$ cat src/rtl/uart_receiver.sv
// uart_receiver -- 8-bit asynchronous serial receiver, 16x oversampled.
//
// Frame: start(0), 8 data bits LSB first, [even parity], stop(1).
// Optional feature macro: UART_RX_PARITY_EN (adds the parity bit / PARITY state).
//
// Ports:
//   clk        system clock, all logic on posedge
//   rst_n      asynchronous active-low reset
//   rx         serial line, idle high, asynchronous to clk
//   rx_data    last good byte received (held until the next good frame)
//   rx_valid   one-cycle pulse, rx_data valid in that cycle
//   rx_busy    high while a frame is in progress (any state but IDLE)
//   frame_err  one-cycle pulse on a low stop bit
//   parity_err one-cycle pulse on parity mismatch (constant 0 without parity)
module uart_receiver #(
   parameter int BAUD_RATE = 9600,
   parameter int CLK_FREQ  = 50000000
) (
   input  logic       clk,
   input  logic       rst_n,
   input  logic       rx,
   output logic [7:0] rx_data,
   output logic       rx_valid,
   output logic       rx_busy,
   output logic       frame_err,
   output logic       parity_err
);

   // Clamp so a too-fast baud setting still yields a legal divider.
   localparam int          DIV_RAW = CLK_FREQ / (BAUD_RATE * 16);
   localparam int          DIV     = (DIV_RAW < 1) ? 1 : DIV_RAW;
   localparam logic [15:0] DIV_M1  = 16'(DIV - 1);

   typedef enum logic [2:0] {
      S_IDLE      = 3'd0,
      S_START     = 3'd1,
      S_DATA      = 3'd2,
`ifdef UART_RX_PARITY_EN
      S_PARITY    = 3'd3,
`endif
      S_STOP      = 3'd4,
      S_WAIT_HIGH = 3'd5
   } state_e;

   state_e      state_q, state_d;
   logic        rx_meta_q, rx_s_q;
   logic [15:0] tick_cnt_q, tick_cnt_d;
   logic [3:0]  samp_cnt_q, samp_cnt_d;
   logic [2:0]  bit_idx_q, bit_idx_d;
   logic [7:0]  shift_q, shift_d;
   logic [7:0]  rx_data_q, rx_data_d;
   logic        rx_valid_q, rx_valid_d;
   logic        frame_err_q, frame_err_d;
   logic        tick, mid_bit, stop_tick;
`ifdef UART_RX_PARITY_EN
   logic        par_bad_q, par_bad_d;
   logic        parity_err_q, parity_err_d;
`endif

   assign tick      = (tick_cnt_q == DIV_M1);
   // Sixteenth tick of a bit period: centre of the bit, since the
   // start-bit phase already consumed half a bit.
   assign mid_bit   = tick && (samp_cnt_q == 4'd15);
   assign stop_tick = (state_q == S_STOP) && mid_bit;

   // ---------------- state / datapath registers ----------------
   always_ff @(posedge clk or negedge rst_n) begin
      if (!rst_n) begin
         state_q      <= S_IDLE;
         rx_meta_q    <= 1'b1;
         rx_s_q       <= 1'b1;
         tick_cnt_q   <= '0;
         samp_cnt_q   <= '0;
         bit_idx_q    <= '0;
         shift_q      <= '0;
         rx_data_q    <= '0;
         rx_valid_q   <= 1'b0;
         frame_err_q  <= 1'b0;
`ifdef UART_RX_PARITY_EN
         par_bad_q    <= 1'b0;
         parity_err_q <= 1'b0;
`endif
      end else begin
         state_q      <= state_d;
         rx_meta_q    <= rx;
         rx_s_q       <= rx_meta_q;
         tick_cnt_q   <= tick_cnt_d;
         samp_cnt_q   <= samp_cnt_d;
         bit_idx_q    <= bit_idx_d;
         shift_q      <= shift_d;
         rx_data_q    <= rx_data_d;
         rx_valid_q   <= rx_valid_d;
         frame_err_q  <= frame_err_d;
`ifdef UART_RX_PARITY_EN
         par_bad_q    <= par_bad_d;
         parity_err_q <= parity_err_d;
`endif
      end
   end

   // ---------------- next state ----------------
   always_comb begin
      state_d    = state_q;
      tick_cnt_d = tick ? '0 : tick_cnt_q + 16'd1;
      samp_cnt_d = tick ? samp_cnt_q + 4'd1 : samp_cnt_q;
      bit_idx_d  = bit_idx_q;
      shift_d    = shift_q;
`ifdef UART_RX_PARITY_EN
      par_bad_d  = par_bad_q;
`endif
      case (state_q)
         S_IDLE: begin
            // Restart both counters so sampling phase follows the falling edge.
            if (!rx_s_q) begin
               state_d    = S_START;
               tick_cnt_d = '0;
               samp_cnt_d = '0;
            end
         end
         S_START: begin
            if (tick && samp_cnt_q == 4'd7) begin
               samp_cnt_d = '0;
               if (rx_s_q) begin
                  state_d = S_IDLE;       // glitch, silently dropped
               end else begin
                  state_d   = S_DATA;
                  bit_idx_d = '0;
               end
            end
         end
         S_DATA: begin
            if (mid_bit) begin
               shift_d[bit_idx_q] = rx_s_q;
               bit_idx_d          = bit_idx_q + 3'd1;
               if (bit_idx_q == 3'd7) begin
`ifdef UART_RX_PARITY_EN
                  state_d = S_PARITY;
`else
                  state_d = S_STOP;
`endif
               end
            end
         end
`ifdef UART_RX_PARITY_EN
         S_PARITY: begin
            if (mid_bit) begin
               par_bad_d = rx_s_q ^ (^shift_q);   // even parity over data + bit
               state_d   = S_STOP;
            end
         end
`endif
         S_STOP: begin
            if (mid_bit) state_d = rx_s_q ? S_IDLE : S_WAIT_HIGH;
         end
         S_WAIT_HIGH: begin
            if (rx_s_q) state_d = S_IDLE;
         end
         default: state_d = S_IDLE;
      endcase
   end

   // ---------------- outputs ----------------
   always_comb begin
      rx_busy      = (state_q != S_IDLE);
      frame_err_d  = stop_tick && !rx_s_q;
`ifdef UART_RX_PARITY_EN
      parity_err_d = stop_tick && par_bad_q;
      rx_valid_d   = stop_tick && rx_s_q && !par_bad_q;
`else
      rx_valid_d   = stop_tick && rx_s_q;
`endif
      rx_data_d    = rx_valid_d ? shift_q : rx_data_q;
   end

   assign rx_data   = rx_data_q;
   assign rx_valid  = rx_valid_q;
   assign frame_err = frame_err_q;
`ifdef UART_RX_PARITY_EN
   assign parity_err = parity_err_q;
`else
   assign parity_err = 1'b0;
`endif

endmodule

$ cat config.mk
export PLATFORM = sky130hd
export DESIGN_NAME = uart_receiver
export DESIGN_NICKNAME = d
export VERILOG_FILES = /design/src/rtl/uart_receiver.sv
export SDC_FILE = /design/constraint.sdc
export NUM_CORES = 1
export LEC_CHECK = 0
export CORE_ASPECT_RATIO = 0.7
export CORE_UTILIZATION = 40
export CTS_CLUSTER_SIZE = 16
export DETAILED_ROUTE_END_ITERATION = 12
export SLEW_MARGIN = 20
export SYNTH_ARGS = -nofsm -noshare
export SYNTH_HDL_FRONTEND = slang
export SYNTH_SLANG_ARGS = --single-unit
$ cat constraint.sdc
create_clock -name clk -period 3.3 [get_ports clk]
set_clock_uncertainty 0.05 [all_clocks]
set_input_delay 0.33 -clock clk [delete_from_list [all_inputs] [get_ports clk]]
set_output_delay 0.33 -clock clk [all_outputs]
set_load 0.05 [all_outputs]
==> implementation parameters <==
Parameter                              Value

Critical path
  Max stage delay on crit path ... between 0.5 and 0.6 ns
  CP max stage cell ... sky130_fd_sc_hd__or4_1
  Type of element launching the critical path ... register
  Critical path data required time ... about 3.4 ns
  Critical-path maximum fanout ... 21
  Worst path cell trace ... inv_1, ha_1, nor4b_1, nand4_1, buf_4, or4_1, mux2_2
  Arrival time of the worst setup path ... ~2.4 ns
  Start-to-end type of the worst setup path ... register to register
  Setup crit end kind ... register
  Worst Reg-to-Reg Cells ... 7

Logic synthesis
  Post-Syn Area per Cell ... 10.5 um^2
  Main synth FF type ... sky130_fd_sc_hd__dfrtp_1
  Post-synthesis register bit count ... 46
  Proportion of synthesized flip-flops having asynchronous set or reset ... 100%
  Netlist area before placement ... about 2400 um^2
  EDFF count, synth ... 0
  Synthesized netlist net count ... about 240
  Fraction of the yosys area taken by sequential cells ... 48.5%
  Cell variety after synth ... between 40 and 50
  Post-synthesis instance total ... 227
  Number of synthesis warnings ... 0

Power
  Proportion of power drawn by flip-flops and latches ... between 60% and 70%
  Share of power burned in the clock network ... 38.0%
  Relative contribution of combinational cells to total power ... approximately 1.7%
  Switching Fraction ... between 20% and 30%
  Net switching component of the power ... about 0.20 mW
  Leak pwr ... 1.14 nW
  Maximum ir drop on the vdd rail ... roughly 150 uV
  Power density of the placed cells ... ~360 nW/um^2
  Cell internal pwr ... 0.739 mW

Finish
  Final core area utilization ... between 40% and 50%
  Final cell area excluding filler cells ... ~2600 um^2
  Share of final-layout standard cells stronger than drive strength 1 ... under 10%
  Final cell count without fillers ... ~310
  Antenna Diode Count ... 0
  Growth of design area from synthesis to finish ... 10.2%
  Commonest cells after routing, fill and taps aside ... sky130_fd_sc_hd__dfrtp_1 (44), sky130_fd_sc_hd__nor2_1 (22), sky130_fd_sc_hd__mux2_1 (16), sky130_fd_sc_hd__nor3_1 (13)
  Leading cell type in the layout, fill and taps excluded ... sky130_fd_sc_hd__dfrtp_1
  Final net count ... about 240

Placed design
  Number of buffers added on ports ... 13
  DP Wirelength ... around 3000 um
  Placed cell area ... roughly 2500 um^2
  Final weighted congestion in routability-driven placement ... approximately 0.75
  Number of cells after detailed placement ... a little over 300

STA
  Transition time at the pin with the least slew margin ... around 0.67 ns
  Final setup vio count ... 0
  Max Slew Vio Count ... 0
  Upper clock frequency limit ... 442 MHz
  Final clock period utilization by the worst path ... between 60% and 70%
  Worst Hold Slack ... -0.0249 ns
  Hold violation count in the final report ... 25
  Clock period minus worst slack ... 2.26 ns
  Unrepaired setup endpoints after global routing ... false
  Sum Neg Setup Slack ... 0 ns
  Relative slew margins ... approximately 56%

Clock tree
  Postcts setup bufs ... 0
  Cts-stage hold buffer count ... 0
  Clock tree from TritonCTS ... built
  Number of buffers created by CTS ... 5
  Post-CTS Resized ... 0
  Number of clock sinks ... 46
  Clk_lat worst skew ... approximately 0.30 ns
  Clk slew on worst S/H paths ... 0.09 ns
  Clock Root Buffer ... sky130_fd_sc_hd__clkbuf_8
  H-Tree Level Count ... 2
  Clk buf depth ... 2

Floorplan
  DIE HEIGHT ... around 67 um
  Die Footprint ... between 6000 and 7000 um^2
  Number of standard-cell rows in the floorplan ... 23
  Placeable core region ... between 5000 and 6000 um^2
  Starting Density ... around two fifths
  Num ports ... 15
  Die width ... between 90 and 100 um

Route
  Routed wire per std cell ... about 14 um
  Final antenna-violating net count ... 0
  Count of unresolved DRC violations after routing ... 0
  Iteration-0 DRC count of the detailed router ... 95
  Number of detailed-route iterations in the first pass ... 4
  Vias after detailed routing ... 1687
  DRT Wirelength ... ~4500 um
  Number of vias per cell ... around 5.4

Run status
  Result of the run ... finished with violations
  Violations in the final reports ... hold timing

Global route
  Pin count of the biggest net entering global routing ... 47
  Overall routing resource usage ... 16.6%
  Global-route wire length before repair ... between 7000 and 8000 um
  Antenna violations before repair ... 0
  Residual overflow from global routing ... 0
  Number of global-route vias before repair ... about 1.6k

Worst hold path
  Class of the most critical hold timing path ... primary input to async pin

Job
  MaxCap Viol Count ... 0
-- state kept, by name, summed over array words and instances, names as in the netlist --
signal and count:
bit_idx_q 3, rx_s_q 1, shift_q 8, state_q 3, samp_cnt_q 4, rx_data 8
rx_meta_q 1, frame_err 1, tick_cnt_q 16, rx_valid 1
-- routing by layer --
layer | GRT usage [%] | vias to the layer above | wire length [um]
met3 | 3.77 | 6 | 147
li1 | - | 824 | -
met5 | 0 | - | 0
met2 | 22.1 | 29 | 1790
met4 | 5.19 | 0 | 56
met1 | 25.8 | 828 | 2460
-- power by group through the flow --
stage	Combinational [mW]	Sequential, mW	Clock (mW)
CTS	0.0170	0.568	0.371
finish	0.0162	0.568	0.358
global route	0.0190	0.569	0.393
floorplan	0.00546	0.577	0
global placement	0.0170	0.579	0
detailed placement	0.0172	0.580	0
-- metrics by stage --
stage | setup slack [ns] | power (mW)
2_1_floorplan | 1.27 | 0.583
3_3_place_gp | 1.11 | 0.596
3_5_place_dp | 1.05 | 0.597
4_1_cts | 1.03 | 0.957
5_1_grt | 0.903 | 0.981
6_report | 1.04 | 0.943
-- worst max-delay path, delay by kind of cell, from the launching register on --
family | cells | cell delay (ns)
muxes | 1 | 0.29
and+or+nand+nor | 3 | 0.92
adders and majority gates | 1 | 0.16
DFF | 1 | 0.43
buffers and inverters | 2 | 0.30
-- worst paths after layout --
kind / from / end / slack (ns)
hold / removal: rst_n / tick_cnt_q[14] / -0.02
min in group clk: rx_meta_q / rx_s_q / 0.31
setup / recovery: tick_cnt_q[0] / bit_idx_q[0] / 1.04
setup reg to reg: tick_cnt_q[0] / bit_idx_q[0] / 1.04
max in group asynchronous: rst_n / shift_q[2] / 2.82
hold reg to reg: rx_meta_q / rx_s_q / 0.31
-- cells by family (layout without fill, tap and decap cells) --
kind of cell               count (synthesis)  in the layout  share of synthesized area, %
muxes                                     18             18                          8.47
DFF                                       46             46                          48.5
and+or+nand+nor                          102            102                          25.6
xor gates and xnor gates                  14             14                          5.16
buffers and inverters                     27             36                          5.63
adders and majority gates                  5              5                          2.63
AOI/OAI and AO/OA                         14             14                          3.79
other                                      1              1                         0.158
-- cells in the mapped netlist, types with 2 or more instances --
cell type,instances,share of area [%]
sky130_fd_sc_hd__a21o_1,3,0.95
sky130_fd_sc_hd__a21oi_1,2,0.42
sky130_fd_sc_hd__a31oi_1,2,0.53
sky130_fd_sc_hd__and3_1,4,1.1
sky130_fd_sc_hd__and4_1,2,0.74
sky130_fd_sc_hd__buf_2,5,1.1
sky130_fd_sc_hd__buf_4,3,0.95
sky130_fd_sc_hd__buf_6,2,0.95
sky130_fd_sc_hd__clkbuf_1,4,0.63
sky130_fd_sc_hd__dfrtp_1,44,46
sky130_fd_sc_hd__dfstp_2,2,2.2
sky130_fd_sc_hd__ha_1,5,2.6
sky130_fd_sc_hd__inv_1,12,1.9
sky130_fd_sc_hd__mux2_1,16,7.6
sky130_fd_sc_hd__nand2_1,9,1.4
sky130_fd_sc_hd__nand3_1,10,2.1
sky130_fd_sc_hd__nand4_1,5,1.3
sky130_fd_sc_hd__nand4b_1,3,1.1
sky130_fd_sc_hd__nor2_1,22,3.5
sky130_fd_sc_hd__nor3_1,13,2.7
sky130_fd_sc_hd__nor3b_1,3,0.95
sky130_fd_sc_hd__nor4_1,9,2.4
sky130_fd_sc_hd__nor4_2,2,1.1
sky130_fd_sc_hd__nor4b_1,6,2.2
sky130_fd_sc_hd__nor4bb_1,2,0.84
sky130_fd_sc_hd__o21ai_0,2,0.42
sky130_fd_sc_hd__o21ai_1,2,0.42
sky130_fd_sc_hd__or3_1,4,1.1
sky130_fd_sc_hd__or4_1,2,0.63
sky130_fd_sc_hd__xnor2_1,10,3.7
sky130_fd_sc_hd__xor2_1,4,1.5
-- cell type report --
| cell class | instances | area (um^2) |
|---|---|---|
| inverter | 13 | 48.8 |
| tap | 75 | 93.8 |
| clock buffer | 8 | 90.1 |
| fill | 547 | 3110 |
| sequential | 46 | 1150 |
| timing repair buffer | 15 | 143 |
| multi-input combinational | 154 | 1090 |
No activity file was read; power rests on OpenSTA's default activity.
